### src/rtl/mem_access_unit.sv
// Memory-stage load/store unit. Converts the load or store sitting in the
// M pipeline register into one request/acknowledge transaction on the data
// bus, returns extended load data toward W, and reports misaligned accesses
// and bus timeouts. mem_valid_m tells the hazard unit the access is complete.
module mem_access_unit #(
    parameter int TIMEOUT_CYCLES = 255
) (
    input  logic        clk,
    input  logic        rst_n,
    input  logic        stall_m,
    input  logic        mem_read_m,
    input  logic        mem_write_m,
    input  logic [2:0]  funct3_m,
    input  logic [31:0] addr_m,
    input  logic [31:0] wdata_m,
    output logic [31:0] read_data_m,
    output logic        mem_valid_m,
    output logic        store_busy_m,
    output logic        misaligned_m,
    output logic        bus_error_m,
    output logic        dbus_req,
    output logic        dbus_we,
    output logic [31:0] dbus_addr,
    output logic [31:0] dbus_wdata,
    output logic [3:0]  dbus_wstrb,
    input  logic [31:0] dbus_rdata,
    input  logic        dbus_ack
);

    // Counter must be able to hold TIMEOUT_CYCLES; keep at least one bit so
    // the disabled (0) configuration still elaborates.
    localparam int CW = (TIMEOUT_CYCLES < 1) ? 1 : $clog2(TIMEOUT_CYCLES + 1);

    // The access is abandoned at the edge that ends the TIMEOUT_CYCLES-th
    // REQ cycle, i.e. when the counter (0 on REQ entry) reads TIMEOUT_CYCLES-1.
    localparam logic [CW-1:0] TO_LAST =
        (TIMEOUT_CYCLES > 0) ? CW'(TIMEOUT_CYCLES - 1) : '0;

    typedef enum logic [1:0] {
        IDLE = 2'b00,
        REQ  = 2'b01,
        DONE = 2'b10
    } state_t;

    state_t          state;
    logic [CW-1:0]   timeout_cnt;
    logic [2:0]      funct3_q;
    logic [1:0]      offset_q;

    logic            op;
    logic            is_store;
    logic            size_byte;
    logic            size_half;
    logic            misaligned;
    logic [3:0]      wstrb_n;
    logic [31:0]     wdata_n;

    // Pick the addressed byte/halfword out of the bus word and extend it.
    // Undefined funct3 encodings fall through to a full-word result.
    function automatic logic [31:0] extract_load(input logic [31:0] word,
                                                 input logic [2:0]  f3,
                                                 input logic [1:0]  off);
        logic [7:0]  lane_b;
        logic [15:0] lane_h;
        logic [31:0] result;
        case (off)
            2'd0:    lane_b = word[7:0];
            2'd1:    lane_b = word[15:8];
            2'd2:    lane_b = word[23:16];
            default: lane_b = word[31:24];
        endcase
        lane_h = off[1] ? word[31:16] : word[15:0];
        case (f3)
            3'b000:  result = {{24{lane_b[7]}}, lane_b};
            3'b100:  result = {24'b0, lane_b};
            3'b001:  result = {{16{lane_h[15]}}, lane_h};
            3'b101:  result = {16'b0, lane_h};
            default: result = word;
        endcase
        return result;
    endfunction

    // Decode the M-stage instruction: access size, alignment and store lanes.
    // A load+store combination is treated as a load, so it never writes.
    always_comb begin
        op         = mem_read_m | mem_write_m;
        is_store   = mem_write_m & ~mem_read_m;
        size_byte  = (funct3_m[1:0] == 2'b00);
        size_half  = (funct3_m[1:0] == 2'b01);
        misaligned = (size_half & addr_m[0]) |
                     (~size_byte & ~size_half & (addr_m[1:0] != 2'b00));
        wstrb_n    = 4'b0000;
        if (is_store) begin
            if (size_byte)
                wstrb_n = 4'b0001 << addr_m[1:0];
            else if (size_half)
                wstrb_n = 4'b0011 << addr_m[1:0];
            else
                wstrb_n = 4'b1111;
        end
        if (size_byte)
            wdata_n = {4{wdata_m[7:0]}};
        else if (size_half)
            wdata_n = {2{wdata_m[15:0]}};
        else
            wdata_n = wdata_m;
    end

    // A store holds the pipeline until its acknowledge has been seen.
    assign store_busy_m = mem_write_m & ~mem_read_m & (state != DONE);

    // Access sequencer: IDLE -> REQ -> DONE -> IDLE, with misaligned accesses
    // skipping the bus entirely and timeouts forcing DONE with an error.
    always_ff @(posedge clk) begin
        if (!rst_n) begin
            state        <= IDLE;
            timeout_cnt  <= '0;
            funct3_q     <= 3'b000;
            offset_q     <= 2'b00;
            read_data_m  <= 32'h0;
            mem_valid_m  <= 1'b0;
            misaligned_m <= 1'b0;
            bus_error_m  <= 1'b0;
            dbus_req     <= 1'b0;
            dbus_we      <= 1'b0;
            dbus_addr    <= 32'h0;
            dbus_wdata   <= 32'h0;
            dbus_wstrb   <= 4'b0000;
        end else begin
            case (state)
                IDLE: begin
                    if (op) begin
                        if (misaligned) begin
                            state        <= DONE;
                            mem_valid_m  <= 1'b1;
                            misaligned_m <= 1'b1;
                            bus_error_m  <= 1'b0;
                            read_data_m  <= 32'h0;
                        end else begin
                            state       <= REQ;
                            timeout_cnt <= '0;
                            funct3_q    <= funct3_m;
                            offset_q    <= addr_m[1:0];
                            dbus_req    <= 1'b1;
                            dbus_we     <= is_store;
                            dbus_addr   <= {addr_m[31:2], 2'b00};
                            dbus_wdata  <= wdata_n;
                            dbus_wstrb  <= wstrb_n;
                        end
                    end
                end
                REQ: begin
                    if (dbus_ack) begin
                        state       <= DONE;
                        dbus_req    <= 1'b0;
                        mem_valid_m <= 1'b1;
                        bus_error_m <= 1'b0;
                        read_data_m <= dbus_we ? 32'h0
                                               : extract_load(dbus_rdata, funct3_q, offset_q);
                    end else if ((TIMEOUT_CYCLES != 0) && (timeout_cnt == TO_LAST)) begin
                        state       <= DONE;
                        dbus_req    <= 1'b0;
                        mem_valid_m <= 1'b1;
                        bus_error_m <= 1'b1;
                        read_data_m <= 32'h0;
                    end else begin
                        timeout_cnt <= timeout_cnt + 1'b1;
                    end
                end
                DONE: begin
                    if (!stall_m) begin
                        state        <= IDLE;
                        mem_valid_m  <= 1'b0;
                        misaligned_m <= 1'b0;
                        bus_error_m  <= 1'b0;
                    end
                end
                default: begin
                    state    <= IDLE;
                    dbus_req <= 1'b0;
                end
            endcase
        end
    end

endmodule
### config.mk
export PLATFORM = sky130hd
export DESIGN_NAME = mem_access_unit
export DESIGN_NICKNAME = d
export VERILOG_FILES = /design/src/rtl/mem_access_unit.sv
export SDC_FILE = /design/constraint.sdc
export NUM_CORES = 1
export LEC_CHECK = 0
export CORE_MARGIN = 3
export CORE_UTILIZATION = 40
export DETAILED_ROUTE_END_ITERATION = 12
export GPL_TIMING_DRIVEN = 0
export HOLD_SLACK_MARGIN = 0.02
export PLACE_DENSITY_LB_ADDON = 0.05
export SYNTH_ARGS = -nofsm -noshare
export SYNTH_HDL_FRONTEND = slang
export SYNTH_SLANG_ARGS = --single-unit
### constraint.sdc
create_clock -name clk -period 1.9 [get_ports clk]
set_input_delay 0.38 -clock clk [delete_from_list [all_inputs] [get_ports clk]]
set_output_delay 0.38 -clock clk [all_outputs]
set_load 0.02 [all_outputs]
==> flow_summary.toml, run 1 <==
[floorplan]
initial_utilization = 0.411
die_x_um = 123
dieArea_um2 = 15200
core_area_um2 = 13300
rows = 42
pin_count = 211
die_y_um = 123

[critical_path]
cp-start-kind = "flop"
crit_buf_inv = 1
worst_setup_path_end_kind = "primary output"
crit_arrival_ns = 1.46
critPathMaxFanout = 3
crit_type = "reg -> out"
crit_chain = "clkdlybuf4s50_1"
critPathTopFamily = "buffers and inverters"
max_stage_delay_ns = 0.64
critPathSlowestCell = "clkdlybuf4s50_1"
cp.required_ns = 1.52

[global_routing]
grt-ovfl-total = 0
grt_max_degree = 17
gr-usage-all-layers = 0.253
grt_pass1_wl_um = 29900
grt_pass1_vias = 5942
antenna_found_initial = 0

[detailed_routing]
wl_met2_um = 9360
wl_met3_um = 1740
met1Wirelength_um = 7550
drc_errors = 0
wl_um = 19000
highest_layer = "met4"
wl_per_cell_um = 17.7
via_per_inst = 5.36
postRouteAntennaNets = 0
firstDrtPassIters = 5
num_vias = 5754
drt_iter0_markers = 432

[clock_tree]
clock_path_buffers = 2
cts_buffers = 17
clock_sinks = 118
clk_pin_slew_ns = 0.05
cts_root_buf = "clkbuf_16"
cts_tree = "done"
insertion_delay_ns = 0.42
h-tree-depth = 4

[power]
ir_worst_vdd_uv = 775
p_sw_w = 0.00226
p_sw_frac = 0.276
power_frac_comb = 0.234
leakagePower_nw = 3.38
p_seq_frac = 0.338
clock_power_share = 0.427
powerDensity_nw_per_um2 = 926
p_int_w = 0.00592
power_w = 0.00818

[cells_and_area]
drive_above_1_share = 0.128
final_core_util = 0.661
nets = 995
ff_latch_area_um2 = 2370
nFillCells = 1119
n_antenna_cell = 0
area_delta_synth_final_pct = 60.8
multi_input_area_um2 = 2940

[timing]
worst_pin_slew_ns = 0.712
period_needed_ns = 1.84
clock_skew_ns = 0.00458
fin_crit_sh = 0.969
relSlewSlack = 0.525
timing.fmax_mhz = 543
hold_viol = 0
slew_viol_final = 0
setup_violations = 0
whs_ns = 0.265

[logic_synthesis]
synth_enable_flop_cells = 0
ys_ff_latch = 118
netlist_area_um2 = 5490
ys_types = 55
syn_avg_cell_area_um2 = 8.49
synthArstFlopShare = 0
synth_compound_gate_area_share = 0.232
synthAdderAreaFrac = 0.0137
synthXorXnorAreaFrac = 0
synthesis.instances = 647
yosysSeqAreaShare = 0.430
synth-simple-area-share = 0.178
yosys_warnings = 0
ys.flop_type = "dfxtp_1"
synth_top_family_by_area = "compound AO/OA/AOI/OAI gates"
synthMuxAreaShare = 0.0845

[flow_run]
max_cap_viol_count = 0

[placement]
finalWeightedCongestion = 0.853
hpwl_um = 13900
portBuffers = 206

[outcome]
status = "completed"

[hold_path]
hp-class = "in -> reg"
-- per-layer routing --
layer / vias to the layer above / track usage
met5: - / 0
met4: 0 / 0.0955
met3: 33 / 0.0933
met2: 239 / 0.423
met1: 2707 / 0.296
li1: 2775 / -
-- Yosys cell counts (8+ instances only) --
cell type,number,share of area
nand2b_1,19,0.022
inv_1,21,0.014
clkbuf_1,31,0.021
mux2_1,8,0.016
dfxtp_1,118,0.43
nand2_1,141,0.096
mux4_2,8,0.033
a211oi_1,11,0.015
o21ai_1,12,0.011
mux2i_1,16,0.029
nor3_1,12,0.011
a21o_1,9,0.012
buf_2,18,0.016
o21ai_0,16,0.015
a311oi_1,9,0.014
nor2_1,23,0.016
a221oi_1,8,0.013
a22o_1,16,0.026
a21oi_1,66,0.060
-- stage by stage --
stage	setup TNS, ns	cells	worst slack (ns)	area (um2)
6_report	0	1073	0.0584	8830
5_1_grt	-0.0336	1073	-0.0120	8830
4_1_cts	-0.0403	1072	-0.0139	8750
3_5_place_dp	-102.93	1030	-1.03	7850
3_3_place_gp	-96.96	1030	-1.02	7850
2_1_floorplan	0	648	0.0155	5570
-- what timing repair did --
| item | 4_1_cts | 5_1_grt |
|---|---|---|
| pin swaps | 4 | 3 |
| cloned | 2 | 0 |
| endpoints found under the setup margin | 117 | 113 |
| hold buffers | 0 | 0 |
| gates resized for setup | 53 | 42 |
| buffers inserted | 9 | 2 |
-- flip-flops by register name, summed over array words and instances, names as in the netlist --
| signal | count |
|---|---|
| dbus_wdata | 32 |
| read_data_m | 32 |
| dbus_addr | 30 |
| timeout_cnt | 8 |
| dbus_wstrb | 4 |
| funct3_q | 3 |
| offset_q | 2 |
| state | 2 |
| bus_error_m | 1 |
| dbus_req | 1 |
| dbus_we | 1 |
| mem_valid_m | 1 |
| misaligned_m | 1 |
-- cells in the final DEF, fill, tap and decap left out, types with 16 or more instances in the layout --
cell type,n
clkdlybuf4s50_1,200
nor2_1,23
clkbuf_16,17
nand2_1,140
dfxtp_1,116
mux2i_1,16
nand2b_1,19
o21ai_0,16
inv_1,19
clkbuf_1,22
a21oi_1,64
buf_4,17
a22o_1,16
-- final cells by class --
type,count,share of cell area
inverter,22,0.00936
sequential,118,0.268
clock inverter,10,0.0191
timing repair buffer,219,0.248
buffer,54,0.0424
clock buffer,22,0.0549
multi-input combinational,452,0.333
tap,176,0.0249
-- final timing paths --
check / from / endpoint / slack, ns / depth (start not counted)
worst max register to register: offset_q[1] / read_data_m[9] / 0.06 / 5
worst max-delay path: dbus_we / dbus_we / 0.06 / 1
worst min-delay path: addr_m[1] / offset_q[1] / 0.26 / 3
worst min register to register: dbus_addr[30] / dbus_addr[30] / 0.45 / 2
-- cell families (layout without fill, tap and decap cells) --
logic type / Yosys count / after routing
AND/OR/NAND/NOR: 221 / 221
AO/OA/AOI/OAI: 188 / 188
flip-flops: 118 / 118
buffers and inverters: 78 / 327
multiplexers: 35 / 35
adder cells (fa/ha/maj): 6 / 6
other: 1 / 2
-- power by group through the flow --
stage / logic, W / clock network (W) / registers, W
2_1_floorplan: 0.000731 / 0 / 0.00300
3_3_place_gp: 0.00169 / 0 / 0.00281
3_5_place_dp: 0.00172 / 0 / 0.00282
4_1_cts: 0.00188 / 0.00353 / 0.00277
5_1_grt: 0.00206 / 0.00365 / 0.00279
6_report: 0.00192 / 0.00349 / 0.00277
Note: power is estimated with default switching activity, not from simulation.
==> inputs of run 2 (changes only) <==
--- a/config.mk
+++ b/config.mk
@@ -11,6 +11,7 @@
 export GPL_TIMING_DRIVEN = 0
 export HOLD_SLACK_MARGIN = 0.02
 export PLACE_DENSITY_LB_ADDON = 0.05
+export SKIP_LAST_GASP = 1
 export SYNTH_ARGS = -nofsm -noshare
 export SYNTH_HDL_FRONTEND = slang
 export SYNTH_SLANG_ARGS = --single-unit
==> run 2 against run 1 <==
  * Routed wire length is 0.20% lower
  * Largest cell class unchanged
  * Largest power group unchanged
  * Register-to-register slack hardly changed
  * Fmax is 0.20% lower
  * Highest routed layer unchanged
==> flow_summary.toml, run 2 (synthesized netlist as in run 1, its figures left out) <==
[outcome]
status = "completed"

[floorplan]
die_y_um = 123
rows = 42
initial_utilization = 0.411
die_x_um = 123
pin_count = 211
dieArea_um2 = 15200
core_area_um2 = 13300

[critical_path]
crit_type = "reg -> out"
crit_arrival_ns = 1.47
cp-start-kind = "flop"
max_stage_delay_ns = 0.64
critPathMaxFanout = 3
crit_buf_inv = 1
worst_setup_path_end_kind = "primary output"
crit_chain = "clkdlybuf4s50_1"
critPathSlowestCell = "clkdlybuf4s50_1"
critPathTopFamily = "buffers and inverters"
cp.required_ns = 1.52
ff2ff_setup_slack_ns = 0.07

[detailed_routing]
wl_um = 19000
drt_iter0_markers = 485
drc_errors = 0
firstDrtPassIters = 5
postRouteAntennaNets = 0
wl_per_cell_um = 17.7
num_vias = 5719
via_per_inst = 5.33

[cells_and_area]
final_area_um2 = 8830
n_antenna_cell = 0
final_common_cell = "clkdlybuf4s50_1"
drive_above_1_share = 0.128
area_delta_synth_final_pct = 60.8
nets = 995
reg.largest.list = "dbus_wdata: 32 flops, read_data_m: 32 flops, dbus_addr: 30 flops"
nFillCells = 1122
final_core_util = 0.661
mostFrequentLayoutCells = "200 x clkdlybuf4s50_1, 140 x nand2_1, 116 x dfxtp_1"

[global_routing]
grt_max_degree = 17
gr-usage-all-layers = 0.253
antenna_found_initial = 0
grt_pass1_vias = 5933
grt-ovfl-total = 0
grt_pass1_wl_um = 29900

[clock_tree]
clock_sinks = 118
h-tree-depth = 4
cts_tree = "done"
insertion_delay_ns = 0.42
cts_root_buf = "clkbuf_16"
clock_path_buffers = 2
ctsHoldBuffers = 0
clk_pin_slew_ns = 0.06
cts_buffers = 17

[placement]
portBuffers = 206
postPlaceCellArea_um2 = 7850
finalWeightedCongestion = 0.853
hpwl_um = 13900

[timing]
worst_pin_slew_ns = 0.705
setup_violations = 0
hold_viol = 0
slew_viol_final = 0
period_needed_ns = 1.85
relSlewSlack = 0.530
clock_skew_ns = 0.00468
timing.fmax_mhz = 542
fin_crit_sh = 0.971

[power]
ir_worst_vdd_uv = 775
leakagePower_nw = 3.38
powerDensity_nw_per_um2 = 927

[flow_run]
max_cap_viol_count = 0

[hold_path]
hp-class = "in -> reg"
## run 2: cell counts in the layout (fill, tap and decap cells not counted)
Identical to the previous run, type by type.
## run 2: power by group
group	switching (W)	internal [W]	total, W
combinational	0.000995	0.000922	0.00192
clock	0.00116	0.00234	0.00350
sequential	0.000109	0.00266	0.00277
total	0.00226	0.00592	0.00818
## run 2: area by class of cell
class	instances	area (um2)	area share
Multi-Input combinational cell	452	2940	0.333
Sequential cell	118	2370	0.268
Timing Repair Buffer	219	2190	0.248
Clock buffer	22	484	0.0549
Buffer	54	374	0.0424
Tap cell	176	220	0.0249
Clock inverter	10	169	0.0191
Inverter	22	82.6	0.00936
## run 2: final timing paths
check	start	endpoint	depth (start not counted)
setup / recovery	dbus_we	dbus_we	1
hold / removal	addr_m[1]	offset_q[1]	3
setup reg to reg	offset_q[1]	read_data_m[8]	5
hold reg to reg	read_data_m[9]	read_data_m[9]	1
## run 2: what timing repair did
item                                    in CTS  in global routing
pin swaps                                    4                  3
endpoints found under the setup margin     117                113
gates resized for setup                     52                 43
setup buffers                                9                  2
gates cloned                                 2                  0
## run 2: worst reg2reg max path: stages (launching register included)
cell and delay (ns):
dfxtp_1 0.33, clkbuf_4 0.22, mux4_2 0.55, a21oi_4 0.28, a221oi_1 0.15, a21o_1 0.19
## run 2: through the flow
| stage | hold WS (ns) | setup TNS (ns) | cells | total power (W) | setup slack, ns |
|---|---|---|---|---|---|
| finish | 0.263 | 0 | 1073 | 0.00818 | 0.0548 |
| global route | 0.287 | -0.0481 | 1073 | 0.00850 | -0.0165 |
| CTS | 0.266 | -0.352 | 1072 | 0.00817 | -0.0588 |
| detailed placement | 0.444 | -102.93 | 1030 | 0.00454 | -1.03 |
| global placement | 0.438 | -96.96 | 1030 | 0.00450 | -1.02 |
| floorplan | 0.450 | 0 | 648 | 0.00373 | 0.0155 |
## run 2: per-layer routing
layer / vias to the layer above / track usage / share of wire
met5: - / 0 / 0
met4: 0 / 0.0955 / 0.016
met3: 27 / 0.0915 / 0.091
met2: 228 / 0.422 / 0.49
met1: 2691 / 0.296 / 0.40
li1: 2773 / - / -
